<file path="config.mk">
export PLATFORM = sky130hd
export DESIGN_NAME = cpu_mem_arbiter_flat
export DESIGN_NICKNAME = d
export VERILOG_FILES = /design/src/rtl/cpu_mem_arbiter_if.sv /design/src/rtl/cpu_mem_arbiter.sv /design/src/flat_wrapper.sv
export SDC_FILE = /design/constraint.sdc
export NUM_CORES = 1
export LEC_CHECK = 0
export ABC_AREA = 0
export BUFFER_PORTS_ARGS = -buffer_cell sky130_fd_sc_hd__buf_4
export CAP_MARGIN = 10
export CORE_UTILIZATION = 47
export DETAILED_ROUTE_END_ITERATION = 10
export HOLD_SLACK_MARGIN = 0.05
export PLACE_DENSITY = 0.88
export SKIP_LAST_GASP = 1
export SYNTH_ARGS = -nofsm -noshare
export SYNTH_HDL_FRONTEND = slang
export SYNTH_SLANG_ARGS = --single-unit
export TNS_END_PERCENT = 1
</file>
<file path="constraint.sdc">
create_clock -name clk -period 2.65 [get_ports clk]
set_clock_uncertainty 0.2 [all_clocks]
set_input_delay 0.1325 -clock clk [delete_from_list [all_inputs] [get_ports clk]]
set_output_delay 0.1325 -clock clk [all_outputs]
set_load 0.05 [all_outputs]
</file>
<file path="src/rtl/cpu_mem_arbiter_if.sv">
// Purpose : bundles the CPU fetch/data ports, the shared memory-bus master port and the stall counter.
// Latency : n/a (signal bundle only).
// Backpressure: n/a; im_stall/dm_stall freeze the CPU, mem_gnt/mem_rvalid pace the bus.
// Ports   : master = arbiter view (drives stalls, read data, bus request/payload, counter);
//           slave  = CPU-plus-bus view (drives requests, gnt, rvalid, rdata).
interface cpu_mem_arbiter_if #(
   parameter int ADDR_W = 32,
   parameter int DATA_W = 32,
   parameter int CNT_W  = 32
);
   // CPU instruction fetch side
   logic              if_req;
   logic [ADDR_W-1:0] if_addr;
   logic [DATA_W-1:0] im_instr;
   logic              im_stall;
   // CPU data side
   logic              dm_req;
   logic              dm_write;
   logic [3:0]        dm_bweb;
   logic [ADDR_W-1:0] dm_addr;
   logic [DATA_W-1:0] dm_wdata;
   logic [DATA_W-1:0] dm_rdata;
   logic              dm_stall;
   // shared memory bus
   logic              mem_req;
   logic              mem_we;
   logic [3:0]        mem_bweb;
   logic [ADDR_W-1:0] mem_addr;
   logic [DATA_W-1:0] mem_wdata;
   logic              mem_gnt;
   logic              mem_rvalid;
   logic [DATA_W-1:0] mem_rdata;
   // statistics
   logic [CNT_W-1:0]  stall_cycles;

   modport master (
      input  if_req, if_addr, dm_req, dm_write, dm_bweb, dm_addr, dm_wdata,
             mem_gnt, mem_rvalid, mem_rdata,
      output im_instr, im_stall, dm_rdata, dm_stall,
             mem_req, mem_we, mem_bweb, mem_addr, mem_wdata, stall_cycles
   );

   modport slave (
      output if_req, if_addr, dm_req, dm_write, dm_bweb, dm_addr, dm_wdata,
             mem_gnt, mem_rvalid, mem_rdata,
      input  im_instr, im_stall, dm_rdata, dm_stall,
             mem_req, mem_we, mem_bweb, mem_addr, mem_wdata, stall_cycles
   );
endinterface

</file>
<file path="src/rtl/cpu_mem_arbiter.sv">
// Purpose : shares one single-outstanding memory bus between CPU fetch (IF) and data (DM) ports.
// Latency : request seen cycle 0 -> mem_req cycle 1; stall drops the cycle after gnt (write) or rvalid (read).
// Backpressure: mem_req/payload held until mem_gnt; CPU frozen via im_stall/dm_stall until its access completes.
// Ports   : clk, rst (sync, active-high); bus = cpu_mem_arbiter_if.master carrying all CPU/bus signals.
module cpu_mem_arbiter #(
   parameter int ADDR_W = 32,
   parameter int DATA_W = 32,
   parameter int CNT_W  = 32
) (
   input logic                clk,
   input logic                rst,
   cpu_mem_arbiter_if.master  bus
);

   typedef enum logic [1:0] {
      IDLE = 2'd0,
      REQ  = 2'd1,
      RESP = 2'd2
   } state_t;

   state_t            state;
   logic              owner_dm;     // 1 = current transaction belongs to DM, 0 = IF
   logic              if_done;
   logic              dm_done;

   logic              mem_req_q;
   logic              mem_we_q;
   logic [3:0]        mem_bweb_q;
   logic [ADDR_W-1:0] mem_addr_q;
   logic [DATA_W-1:0] mem_wdata_q;
   logic [DATA_W-1:0] im_instr_q;
   logic [DATA_W-1:0] dm_rdata_q;
   logic [CNT_W-1:0]  stall_cnt;

   logic              pend_if;
   logic              pend_dm;
   logic              release_cyc;

   // A requester is pending until its done flag is set; done flags keep a
   // completed access from being reissued while the pipeline stays frozen.
   always_comb begin
      pend_dm     = bus.dm_req & ~dm_done;
      pend_if     = bus.if_req & ~if_done;
      // Nothing left outstanding while the CPU still presents a request:
      // the pipeline advances this cycle, so the done flags are retired.
      release_cyc = ~pend_if & ~pend_dm & (bus.if_req | bus.dm_req);
   end

   assign bus.im_stall     = pend_if;
   assign bus.dm_stall     = pend_dm;
   assign bus.mem_req      = mem_req_q;
   assign bus.mem_we       = mem_we_q;
   assign bus.mem_bweb     = mem_bweb_q;
   assign bus.mem_addr     = mem_addr_q;
   assign bus.mem_wdata    = mem_wdata_q;
   assign bus.im_instr     = im_instr_q;
   assign bus.dm_rdata     = dm_rdata_q;
   assign bus.stall_cycles = stall_cnt;

   always_ff @(posedge clk) begin
      if (rst) begin
         state       <= IDLE;
         owner_dm    <= 1'b0;
         if_done     <= 1'b0;
         dm_done     <= 1'b0;
         mem_req_q   <= 1'b0;
         mem_we_q    <= 1'b0;
         mem_bweb_q  <= 4'hF;
         mem_addr_q  <= '0;
         mem_wdata_q <= '0;
         im_instr_q  <= '0;
         dm_rdata_q  <= '0;
         stall_cnt   <= '0;
      end else begin
         if ((pend_if | pend_dm) && (stall_cnt != {CNT_W{1'b1}})) begin
            stall_cnt <= stall_cnt + {{(CNT_W-1){1'b0}}, 1'b1};
         end

         // Placed before the FSM so a completion in the same cycle wins.
         if (release_cyc) begin
            if_done <= 1'b0;
            dm_done <= 1'b0;
         end

         case (state)
            IDLE: begin
               // DM is the older instruction in the pipeline, so it wins ties.
               if (pend_dm) begin
                  owner_dm    <= 1'b1;
                  state       <= REQ;
                  mem_req_q   <= 1'b1;
                  mem_we_q    <= bus.dm_write;
                  mem_bweb_q  <= bus.dm_write ? bus.dm_bweb : 4'hF;
                  mem_addr_q  <= bus.dm_addr;
                  mem_wdata_q <= bus.dm_wdata;
               end else if (pend_if) begin
                  owner_dm    <= 1'b0;
                  state       <= REQ;
                  mem_req_q   <= 1'b1;
                  mem_we_q    <= 1'b0;
                  mem_bweb_q  <= 4'hF;
                  mem_addr_q  <= bus.if_addr;
                  mem_wdata_q <= '0;
               end
            end

            REQ: begin
               if (bus.mem_gnt) begin
                  mem_req_q <= 1'b0;
                  if (mem_we_q) begin
                     // Writes complete on acceptance; no response phase.
                     if (owner_dm) dm_done <= 1'b1;
                     else          if_done <= 1'b1;
                     state <= IDLE;
                  end else begin
                     state <= RESP;
                  end
               end
            end

            RESP: begin
               if (bus.mem_rvalid) begin
                  if (owner_dm) begin
                     dm_rdata_q <= bus.mem_rdata;
                     dm_done    <= 1'b1;
                  end else begin
                     im_instr_q <= bus.mem_rdata;
                     if_done    <= 1'b1;
                  end
                  state <= IDLE;
               end
            end

            default: state <= IDLE;
         endcase
      end
   end

endmodule

</file>
<file path="src/flat_wrapper.sv">
// flat-port wrapper written by rule: the top's interface ports become plain ports
module cpu_mem_arbiter_flat 
#(
   parameter int ADDR_W = 32,
   parameter int DATA_W = 32,
   parameter int CNT_W  = 32
)
  (clk, rst, bus_if_req, bus_if_addr, bus_dm_req, bus_dm_write, bus_dm_bweb, bus_dm_addr, bus_dm_wdata, bus_mem_gnt, bus_mem_rvalid, bus_mem_rdata, bus_im_instr, bus_im_stall, bus_dm_rdata, bus_dm_stall, bus_mem_req, bus_mem_we, bus_mem_bweb, bus_mem_addr, bus_mem_wdata, bus_stall_cycles);
  cpu_mem_arbiter_if #(.ADDR_W(ADDR_W), .DATA_W(DATA_W), .CNT_W(CNT_W)) bus_i ();
  input logic clk;
  input logic rst;
  input wire logic [$bits(bus_i.if_req)-1:0] bus_if_req;
  input wire logic [$bits(bus_i.if_addr)-1:0] bus_if_addr;
  input wire logic [$bits(bus_i.dm_req)-1:0] bus_dm_req;
  input wire logic [$bits(bus_i.dm_write)-1:0] bus_dm_write;
  input wire logic [$bits(bus_i.dm_bweb)-1:0] bus_dm_bweb;
  input wire logic [$bits(bus_i.dm_addr)-1:0] bus_dm_addr;
  input wire logic [$bits(bus_i.dm_wdata)-1:0] bus_dm_wdata;
  input wire logic [$bits(bus_i.mem_gnt)-1:0] bus_mem_gnt;
  input wire logic [$bits(bus_i.mem_rvalid)-1:0] bus_mem_rvalid;
  input wire logic [$bits(bus_i.mem_rdata)-1:0] bus_mem_rdata;
  output wire logic [$bits(bus_i.im_instr)-1:0] bus_im_instr;
  output wire logic [$bits(bus_i.im_stall)-1:0] bus_im_stall;
  output wire logic [$bits(bus_i.dm_rdata)-1:0] bus_dm_rdata;
  output wire logic [$bits(bus_i.dm_stall)-1:0] bus_dm_stall;
  output wire logic [$bits(bus_i.mem_req)-1:0] bus_mem_req;
  output wire logic [$bits(bus_i.mem_we)-1:0] bus_mem_we;
  output wire logic [$bits(bus_i.mem_bweb)-1:0] bus_mem_bweb;
  output wire logic [$bits(bus_i.mem_addr)-1:0] bus_mem_addr;
  output wire logic [$bits(bus_i.mem_wdata)-1:0] bus_mem_wdata;
  output wire logic [$bits(bus_i.stall_cycles)-1:0] bus_stall_cycles;
  assign bus_i.if_req = bus_if_req;
  assign bus_i.if_addr = bus_if_addr;
  assign bus_i.dm_req = bus_dm_req;
  assign bus_i.dm_write = bus_dm_write;
  assign bus_i.dm_bweb = bus_dm_bweb;
  assign bus_i.dm_addr = bus_dm_addr;
  assign bus_i.dm_wdata = bus_dm_wdata;
  assign bus_i.mem_gnt = bus_mem_gnt;
  assign bus_i.mem_rvalid = bus_mem_rvalid;
  assign bus_i.mem_rdata = bus_mem_rdata;
  assign bus_im_instr = bus_i.im_instr;
  assign bus_im_stall = bus_i.im_stall;
  assign bus_dm_rdata = bus_i.dm_rdata;
  assign bus_dm_stall = bus_i.dm_stall;
  assign bus_mem_req = bus_i.mem_req;
  assign bus_mem_we = bus_i.mem_we;
  assign bus_mem_bweb = bus_i.mem_bweb;
  assign bus_mem_addr = bus_i.mem_addr;
  assign bus_mem_wdata = bus_i.mem_wdata;
  assign bus_stall_cycles = bus_i.stall_cycles;
  cpu_mem_arbiter #(.ADDR_W(ADDR_W), .DATA_W(DATA_W), .CNT_W(CNT_W)) u_core (.clk(clk), .rst(rst), .bus(bus_i));
endmodule
</file>
==> key figures, run 1 <==
Outcome
  – Status: finished, final reports clean

Synth
  – Synth Register Bits: approximately 170
  – Post-synth EDFFs: 0
  – Yosys cell types: 44
  – Number of synthesis warnings: 0
  – Syn Inst Count: 825
  – Mapped Nets: slightly below 1,000
  – Synth Flop Type: dfxtp_1
  – Post-synth ARST share: 0%
  – Mean Syn Cell Area: between 8 and 9 sq um
  – Sequential share of the synthesized area: 50.4%
  – Post-Syn Area: 6790 sq um

Finish
  – Final net count: 1,392
  – Share of cells above drive strength 1: 29.4%
  – Core Util, Final: 80.7%
  – Most common cell after layout, fill and taps aside: buf_4
  – Area grow syn2layout: 66.3%
  – Most frequent cells in the layout: buf_4 (323), nand2_1 (213), dfxtp_1 (171)

Setup path
  – Critical Path Slowest Stage Cell: dlygate4sd3_1
  – Arrival @ worst endpoint: 2740 ps
  – Crit. End Element: flop
  – CP Cell Sequence: nand2b_1, inv_1, or2_4, and2_2, buf_12, nor2_1, a311oi_1, dlygate4sd3_1
  – WP data required: 2820 ps
  – Crit path largest cell delay: about 600 ps
  – CP Launch Type: flop
  – CP Class: flop to flop
  – Crit path max fanout: 34

Drt
  – Metal3 WL: 2460 um
  – Routed WL per cell: 19.2 um
  – Routed via count: 8,080
  – Vias/cell: about 5.6
  – DR pass1 iterations: 5
  – Final antenna-violating net count: 0
  – Routed wire length: 27,700 um
  – Drc violations: 0
  – DRT met1 WL: 10,100 um
  – DRT iter0 DRCs: 943
  – Met2 wire length: 13,700 um
  – DR top layer: met4

STA
  – Sum Neg Setup Slack: 0 ps
  – Part of the cycle the worst path needs: 96.9%
  – Highest clock rate: just under 400 MHz
  – Worst-Margin Slew: approximately 700 ps
  – RSZ-0062 raised after global routing: yes
  – Relative slew slack: 52.9%
  – Min cycle time layout: 2570 ps
  – Final Slew Violations: 0
  – Final setup viols: 0
  – Final-report hold violation count: 0

Power and ir drop
  – P_leak: 4.79 nW
  – Worst vdd ir: about 0.00046 V
  – Pwr Density: between 600 and 700 nW/um^2

GRT
  – All-Layer GR Usage: 36.2%
  – Vias in the first global route: a little over 8,000
  – GRT overflow: 0
  – Pin count of the biggest net entering global routing: 69
  – Global-route wire length before repair: 41,700 um
  – Initial antenna violation count: 0

Floorplan
  – Die area: 14,900 sq um
  – Die Ht: roughly 120 um
  – Die width: 122 um
  – Effective utilization at floorplan: 48.5%
  – Total core area: 14,000 sq um
  – Site Rows: 43
  – Ports: 307

CTS
  – Number of H-tree levels: 4
  – Root Buffer: clkbuf_16
  – Num CTS Buffers: 17
  – Worst skew pair latency: 420 ps
  – CTS Sinks: between 150 and 200
  – Bufs on Longest Clock Path: 2
  – CTS tree: done
  – Clock transition at the registers of the reported paths: 70 ps

Place
  – GP Congestion: 0.826
  – Detailed placement HPWL: 14,700 um
  – Port bufs: 306

Hold path
  – Min-Delay Path Class: input port to flop

Run
  – Max-cap viol count: 0
-- synthesized netlist by cell type, drive strengths merged, types with 9 or more instances --
| cell type | n | share of area, % |
|---|---|---|
| xnor2 | 25 | 3.2 |
| nor2 | 103 | 5.7 |
| a22oi | 32 | 3.5 |
| a211oi | 11 | 1.2 |
| a21oi | 76 | 5.6 |
| clkbuf | 49 | 2.7 |
| dfxtp | 171 | 50 |
| nand2 | 213 | 12 |
| buf | 15 | 1.1 |
| a311oi | 32 | 4.1 |
| inv | 10 | 0.55 |
| nor4 | 9 | 1.2 |
-- power by group --
part / leakage (nW) / total [W] / switching, W / internal, W
Combinational: 3.12 / 0.00164 / 0.000973 / 0.000664
Clock: 0.281 / 0.00248 / 0.00106 / 0.00142
Sequential: 1.39 / 0.00280 / 0.0000920 / 0.00271
Total: 4.79 / 0.00692 / 0.00213 / 0.00479
-- through the flow --
stage | area, sq um | hold slack [ps] | setup WS (ps) | std cells | total power, W
3_3_place_gp | 9270 | 146 | 420 | 1268 | 0.00415
3_5_place_dp | 9270 | 152 | 340 | 1268 | 0.00418
5_1_grt | 11300 | 243 | -29.1 | 1441 | 0.00713
4_1_cts | 11300 | 184 | 17.1 | 1440 | 0.00684
2_1_floorplan | 6790 | 60.8 | 110 | 825 | 0.00368
6_report | 11300 | 184 | 82.6 | 1442 | 0.00692
-- final cells by class --
class	instances	area [sq um]
inverters	10	37.5
clock inverters	12	138
well taps	180	225
repair buffers	469	3940
flip-flops and latches	171	3420
fillers	830	2700
multi-input cells	580	3080
clock buffers	19	443
diodes	1	2.50
-- path summary, 6_finish.rpt --
path,from,cells after the start,slack (ps),to
max,u_core.dm_done,8,80,u_core.bus.mem_addr[5]
min,bus_dm_req,5,180,u_core.bus.mem_addr[24]
max reg2reg,u_core.dm_done,8,80,u_core.bus.mem_addr[5]
min reg2reg,u_core.bus.im_instr[31],2,260,u_core.bus.im_instr[31]
-- per-layer routing --
layer  vias to the layer above  track usage, %
met5                         -               0
met1                      3783            39.2
met2                       492            60.5
met3                       136            12.3
met4                         0            23.2
li1                       3669               -
-- registers in the layout (all words and copies together) (netlist names) --
register                 flops
u_core.bus.dm_rdata         32
u_core.bus.im_instr         32
u_core.bus.mem_addr         32
u_core.bus.mem_bweb          4
u_core.bus.mem_req           1
u_core.bus.mem_wdata        32
u_core.bus.mem_we            1
u_core.bus.stall_cycles     32
u_core.dm_done               1
u_core.if_done               1
u_core.owner_dm              1
u_core.state                 2
-- kinds of logic (layout without fill, tap and decap cells) --
kind of cell	count (synthesis)	in the layout	share of synthesized area, %
AND/OR/NAND/NOR	376	376	23.7
AO/OA/AOI/OAI	173	173	17.3
flip-flops	171	171	50.4
buffers and inverters	74	510	4.35
XOR/XNOR	25	25	3.23
adder cells (fa/ha/maj)	4	4	0.737
multiplexers	2	2	0.313
other	0	1	0
-- worst max-delay path: cells and delay by family, from the launching register on --
| kind | cells | cell delay [ps] |
|---|---|---|
| AOI/OAI and AO/OA | 1 | 330 |
| buffers and inverters | 3 | 950 |
| DFF | 1 | 310 |
| and+or+nand+nor | 4 | 690 |
-- timing repair --
item / 4_1_cts / 5_1_grt
hold buffers: 141 / 0
endpoints found under the hold margin: 151 / 0
setup buffers: 0 / 0
setup endpoints to repair: 0 / 30
gates resized for setup: 0 / 2
Power figures use the tool's default switching activity.
==> inputs of run 2 (changes only) <==
CORE_MARGIN = 4   (was default)
CORE_UTILIZATION = 43   (was 47)
PLACE_DENSITY = 0.82   (was 0.88)
==> run 2 against run 1 <==
Effect of this change: core utilization down 6.7 points; register-to-register slack better by 97 ps; cell count up 2.3%; critical endpoint is now u_core.bus.mem_wdata[29]; hold slack better by 70 ps; fmax up 1.9%; largest power group unchanged; largest cell class unchanged; first-iteration DRC count down 42%; routed wire length down 5.6%; highest routed layer unchanged.
==> key figures, run 2 (synthesis gave the netlist of run 1 again) <==
Outcome
  – Status: finished, final reports clean

Place
  – Post-Place Cell Area: 9270 sq um (about the same)
  – Detailed placement HPWL: 15,100 um (+2.9%)
  – GP Congestion: 0.836 (+1.2%)
  – Port bufs: 306 (unchanged)
  – Placement Setup Slack: 231 ps (-109 ps)

GRT
  – Pin count of the biggest net entering global routing: 69 (unchanged)
  – Most crowded layer after global routing: met2
  – M1 GR Usage: 31.2% (-8.0 points)
  – Initial antenna violation count: 0 (unchanged)
  – GRT overflow: 0 (unchanged)
  – All-Layer GR Usage: 27.9% (-8.3 points)
  – Grt met2 use: 48.7% (-12 points)
  – Vias in the first global route: 7,822 (-3.9%)
  – Met3 GRT Util: 8.69% (-3.6 points)
  – Global-route wire length before repair: 40,300 um (-3.4%)

Drt
  – Routed wire length: 26,200 um (-5.6%)
  – Final antenna-violating net count: 0 (unchanged)
  – DRT iter0 DRCs: 549 (-42%)
  – DR pass1 iterations: 5 (unchanged)
  – Vias/cell: 5.29 (-5.5%)
  – Drc violations: 0 (unchanged)
  – Routed WL per cell: 17.7 um (-7.7%)
  – Routed via count: 7,808 (-3.4%)

STA
  – RSZ-0062 raised after global routing: no
  – Hold slack: 254 ps (+69.8 ps)
  – Final Slew Violations: 0 (unchanged)
  – Worst-Margin Slew: 760 ps (+53.2 ps)
  – Final-report hold violation count: 0 (unchanged)
  – Sum Neg Setup Slack: 0 ps (unchanged)
  – Final setup viols: 0 (unchanged)
  – Relative slew slack: 49.3% (-3.6 points)
  – Final worst setup slack: 131 ps (+48.1 ps)
  – Highest clock rate: 397 MHz (+1.9%)
  – Min cycle time layout: 2520 ps (-48.1 ps)
  – Part of the cycle the worst path needs: 95.1% (-1.8 points)

CTS
  – Num CTS Buffers: 17 (unchanged)
  – CTS tree: done
  – Bufs on Longest Clock Path: 2 (unchanged)
  – Clock transition at the registers of the reported paths: 70 ps (about the same)
  – Number of H-tree levels: 4 (unchanged)
  – Buffer count from post-CTS setup fixing: 0 (unchanged)
  – Worst skew pair latency: 430 ps (about the same)
  – Root Buffer: clkbuf_16
  – CTS Sinks: 171 (unchanged)

Power and ir drop
  – P_leak: 4.75 nW (-0.78%)
  – Worst vdd ir: 0.000540 V (+16%)
  – Pwr Density: 619 nW/um^2 (+0.91%)

Floorplan
  – Die area: 17,900 sq um (+20%)
  – Total core area: 15,300 sq um (+9.5%)
  – Effective utilization at floorplan: 44.3% (-4.2 points)
  – Die width: 134 um (+9.4%)
  – Site Rows: 45 (+4.7%)
  – Ports: 307 (unchanged)
  – Die Ht: 134 um (+9.4%)

Finish
  – Most common cell after layout, fill and taps aside: buf_4
  – Final net count: 1,394 (+0.14%)
  – Post-route cell area: 11,300 sq um (+0.43%)
  – Area grow syn2layout: 67.0%
  – Most frequent cells in the layout: buf_4 (327), nand2_1 (213), dfxtp_1 (171)
  – Share of cells above drive strength 1: 29.4% (-0.070 points)
  – N_diodes: 0 (-1)

Setup path
  – CP Class: input port to flop
  – CP Launch Type: input port
  – Crit path max fanout: 34 (unchanged)
  – Crit. End Element: flop
  – WP data required: 2770 ps (-50 ps)
  – Critical Path Start: bus_if_req
  – Arrival @ worst endpoint: 2640 ps (-100 ps)
  – Worst r2r src: u_core.if_done

Run
  – Max-cap viol count: 0 (unchanged)

Hold path
  – Min-Delay Path Class: flop to flop
  – HP Start: u_core.bus.im_instr[28]
[run 2: cell count changes in the layout (fill, tap and decap cells not counted), sizes merged]
cell	change
clkbuf	-3
inv	+3
clkinv	-2
dlygate4sd3	+2
buf	+1
bufinv	+1
clkinvlp	+1
diode	-1
[run 2: critical path, cell delays in order]
cell	delay, ps
dlygate4sd3_1	540
buf_4	110
nor2b_1	340
or2_1	180
buf_4	150
nand2_1	50
buf_4	250
a22oi_1	220
nor2_1	80
dlygate4sd3_1	580
[run 2: routing by layer]
layer / vias up / share of wire [%] / wire length, um
met4: 0 / 4.1 / 1070
met3: 86 / 7.9 / 2070
met5: - / 0 / 0
met2: 424 / 50 / 13100
met1: 3626 / 38 / 9920
li1: 3672 / - / -
[run 2: final cells by class]
class,count,area [sq um]
fill,990,3980
tap,211,264
multi-input combinational,580,3080
clock buffer,17,425
inverter,10,37.5
timing repair buffer,471,3910
sequential,171,3420
clock inverter,15,206
[run 2: where the power goes]
part / switching (W) / internal [W] / total, W
sequential: 0.0000925 / 0.00271 / 0.00280
clock: 0.00116 / 0.00153 / 0.00269
combinational: 0.000938 / 0.000591 / 0.00153
total: 0.00219 / 0.00482 / 0.00701
[run 2: path summary, 6_finish.rpt]
check / endpoint / slack [ps] / depth (start not counted)
max: u_core.bus.mem_wdata[29] / 130 / 10
min: u_core.bus.im_instr[28] / 250 / 2
max reg2reg: u_core.bus.mem_wdata[29] / 180 / 8
min reg2reg: u_core.bus.im_instr[28] / 250 / 2
[run 2: timing repair]
action                     4_1_cts  5_1_grt
hold buffers                   143        0
setup endpoints to repair        0       13
hold endpoints to repair       145        0
gates resized for setup          0        1
[run 2: per-stage QoR]
step,std cells,utilization [%],power (W)
floorplan,825,-,0.00368
global placement,1300,60.6,0.00414
detailed placement,1300,60.6,0.00416
CTS,1475,74.0,0.00699
global route,1475,74.0,0.00724
finish,1475,74.0,0.00701
==> inputs of run 3 (changes only) <==
PLACE_DENSITY = 0.74   (was 0.82)
==> run 3 against run 2 <==
Effect of this change: global-route usage fell by 0.89 points; die area did not move; fmax is 0.79% higher; power down 1.7%; cell count grew 0.20%; flip-flop and latch count unchanged; register-to-register slack worse by 30 ps; cell area increased by 0.16%; sequential share of layout area barely moved; hold slack gained 1.3 ps; largest power group unchanged.
==> key figures, run 3 (synthesis gave the netlist of run 1 again) <==
Floorplan
  – Total core area: 15,300 sq um (unchanged)
  – Die area: 17,900 sq um (unchanged)
  – Effective utilization at floorplan: 44.3% (unchanged)
  – Site Rows: 45 (unchanged)
  – Die width: 134 um (unchanged)
  – Die Ht: 134 um (unchanged)
  – Ports: 307 (unchanged)

Finish
  – N_diodes: 0 (unchanged)
  – Most frequent cells in the layout: buf_4 (330), nand2_1 (213), dfxtp_1 (171)
  – Final net count: 1,397 (+0.22%)
  – Multi-input gate area: 3070 sq um (about the same)
  – Core Util, Final: 74.2% (+0.12 points)
  – Most common cell after layout, fill and taps aside: buf_4
  – Fillers: 1,095 (+11%)
  – Area grow syn2layout: 67.3%
  – Share of cells above drive strength 1: 29.6% (+0.25 points)
  – Storage cell area: 3420 sq um (unchanged)

Setup path
  – Worst path bufs/invs: 2 (-3)
  – Crit path largest cell delay: 570 ps (about the same)
  – Arrival @ worst endpoint: 2670 ps (+30 ps)
  – WP data required: 2820 ps (+50 ps)
  – CP Cell Sequence: inv_1, ha_1, nand2_1, or2_2, nand2_1, a21oi_1, dlygate4sd3_1
  – Crit-path most repeated cell: nand2_1
  – CP Class: flop to flop
  – Crit. End Element: flop
  – CP Launch Type: flop
  – Crit path max fanout: 32 (-5.9%)
  – CP delay by family, top: simple AND/OR/NAND/NOR gates
  – Critical Path Slowest Stage Cell: dlygate4sd3_1

STA
  – Part of the cycle the worst path needs: 94.3% (-0.75 points)
  – Final setup viols: 0 (unchanged)
  – Final-report hold violation count: 0 (unchanged)
  – Sum Neg Setup Slack: 0 ps (unchanged)
  – Min cycle time layout: 2500 ps (-19.8 ps)
  – Highest clock rate: 400 MHz (+0.79%)
  – RSZ-0062 raised after global routing: no
  – Final Slew Violations: 0 (unchanged)
  – Relative slew slack: 50.5% (+1.2 points)
  – Worst-Margin Slew: 742 ps (-18.6 ps)

Drt
  – DRT iter0 DRCs: 530 (-3.5%)
  – Routed WL per cell: 16.9 um (-4.8%)
  – Final antenna-violating net count: 0 (unchanged)
  – DR pass1 iterations: 5 (unchanged)
  – Drc violations: 0 (unchanged)
  – Vias/cell: 5.18 (-2.2%)
  – Routed wire length: 25,000 um (-4.6%)
  – Routed via count: 7,654 (-2.0%)

Outcome
  – Status: finished, final reports clean

Power and ir drop
  – Worst vdd ir: 0.000456 V (-16%)
  – Pwr Density: 607 nW/um^2 (-1.9%)
  – P_leak: 4.77 nW (+0.31%)

CTS
  – CTS tree: done
  – Clock transition at the registers of the reported paths: 70 ps (about the same)
  – Number of H-tree levels: 4 (unchanged)
  – Root Buffer: clkbuf_16
  – Num CTS Buffers: 17 (unchanged)
  – # resized after CTS: 0 (unchanged)
  – CTS Sinks: 171 (unchanged)
  – Worst skew pair latency: 420 ps (about the same)
  – Bufs on Longest Clock Path: 2 (unchanged)

GRT
  – Pin count of the biggest net entering global routing: 69 (unchanged)
  – Vias in the first global route: 7,277 (-7.0%)
  – All-Layer GR Usage: 27.0% (-0.89 points)
  – GRT overflow: 0 (unchanged)
  – Global-route wire length before repair: 39,000 um (-3.2%)
  – Initial antenna violation count: 0 (unchanged)

Place
  – Detailed placement HPWL: 15,600 um (+2.9%)
  – GP Congestion: 0.851 (+1.9%)
  – Port bufs: 306 (unchanged)

Hold path
  – Min-Delay Path Class: flop to flop

Run
  – Max-cap viol count: 0 (unchanged)
## run 3: layout make-up
class	instances	area share, %
timing repair buffer	474	34.8
sequential	171	30.1
multi-input combinational	580	27.1
clock buffer	20	4.02
tap	211	2.32
clock inverter	12	1.34
inverter	10	0.331
## run 3: worst paths after layout
| check | to | cells past startpoint | start | slack [ps] |
|---|---|---|---|---|
| worst max-delay path | u_core.bus.im_instr[17] | 7 | u_core.state[0] | 150 |
| worst min-delay path | u_core.bus.dm_rdata[0] | 2 | u_core.bus.dm_rdata[0] | 260 |
| worst max register to register | u_core.bus.im_instr[17] | 7 | u_core.state[0] | 150 |
| worst min register to register | u_core.bus.dm_rdata[0] | 2 | u_core.bus.dm_rdata[0] | 260 |
## run 3: metal layers
layer / vias up / share of wire (%) / track usage, %
met2: 371 / 49 / 45.4
met3: 62 / 7.5 / 6.95
li1: 3684 / - / -
met4: 0 / 3.3 / 11.9
met1: 3537 / 40 / 32.7
met5: - / 0 / 0
## run 3: worst reg2reg max path, cell delays in order (launching register included)
cell and delay, ps:
dfxtp_1 350, inv_1 70, ha_1 260, nand2_1 110
or2_2 550, nand2_1 160, a21oi_1 170, dlygate4sd3_1 570
## run 3: stage by stage
| stage | worst slack, ps | power, W | cell area [sq um] | hold slack [ps] | std cells |
|---|---|---|---|---|---|
| CTS | 213 | 0.00690 | 11300 | 256 | 1477 |
| finish | 151 | 0.00689 | 11400 | 255 | 1478 |
| floorplan | 110 | 0.00368 | 6790 | 60.8 | 825 |
| global placement | 417 | 0.00415 | 9320 | 151 | 1304 |
| detailed placement | 289 | 0.00417 | 9320 | 154 | 1304 |
| global route | 56.4 | 0.00715 | 11400 | 269 | 1478 |
## run 3: power breakdown
| group | switching (W) | total [W] | internal, W |
|---|---|---|---|
| sequential | 0.0000864 | 0.00279 | 0.00271 |
| clock | 0.00109 | 0.00256 | 0.00147 |
| combinational | 0.000942 | 0.00154 | 0.000598 |
| total | 0.00212 | 0.00689 | 0.00478 |
## run 3: timing repair
action / 4_1_cts / 5_1_grt
hold buffers: 141 / 0
endpoints found under the hold margin: 153 / 0
buffers inserted: 0 / 0
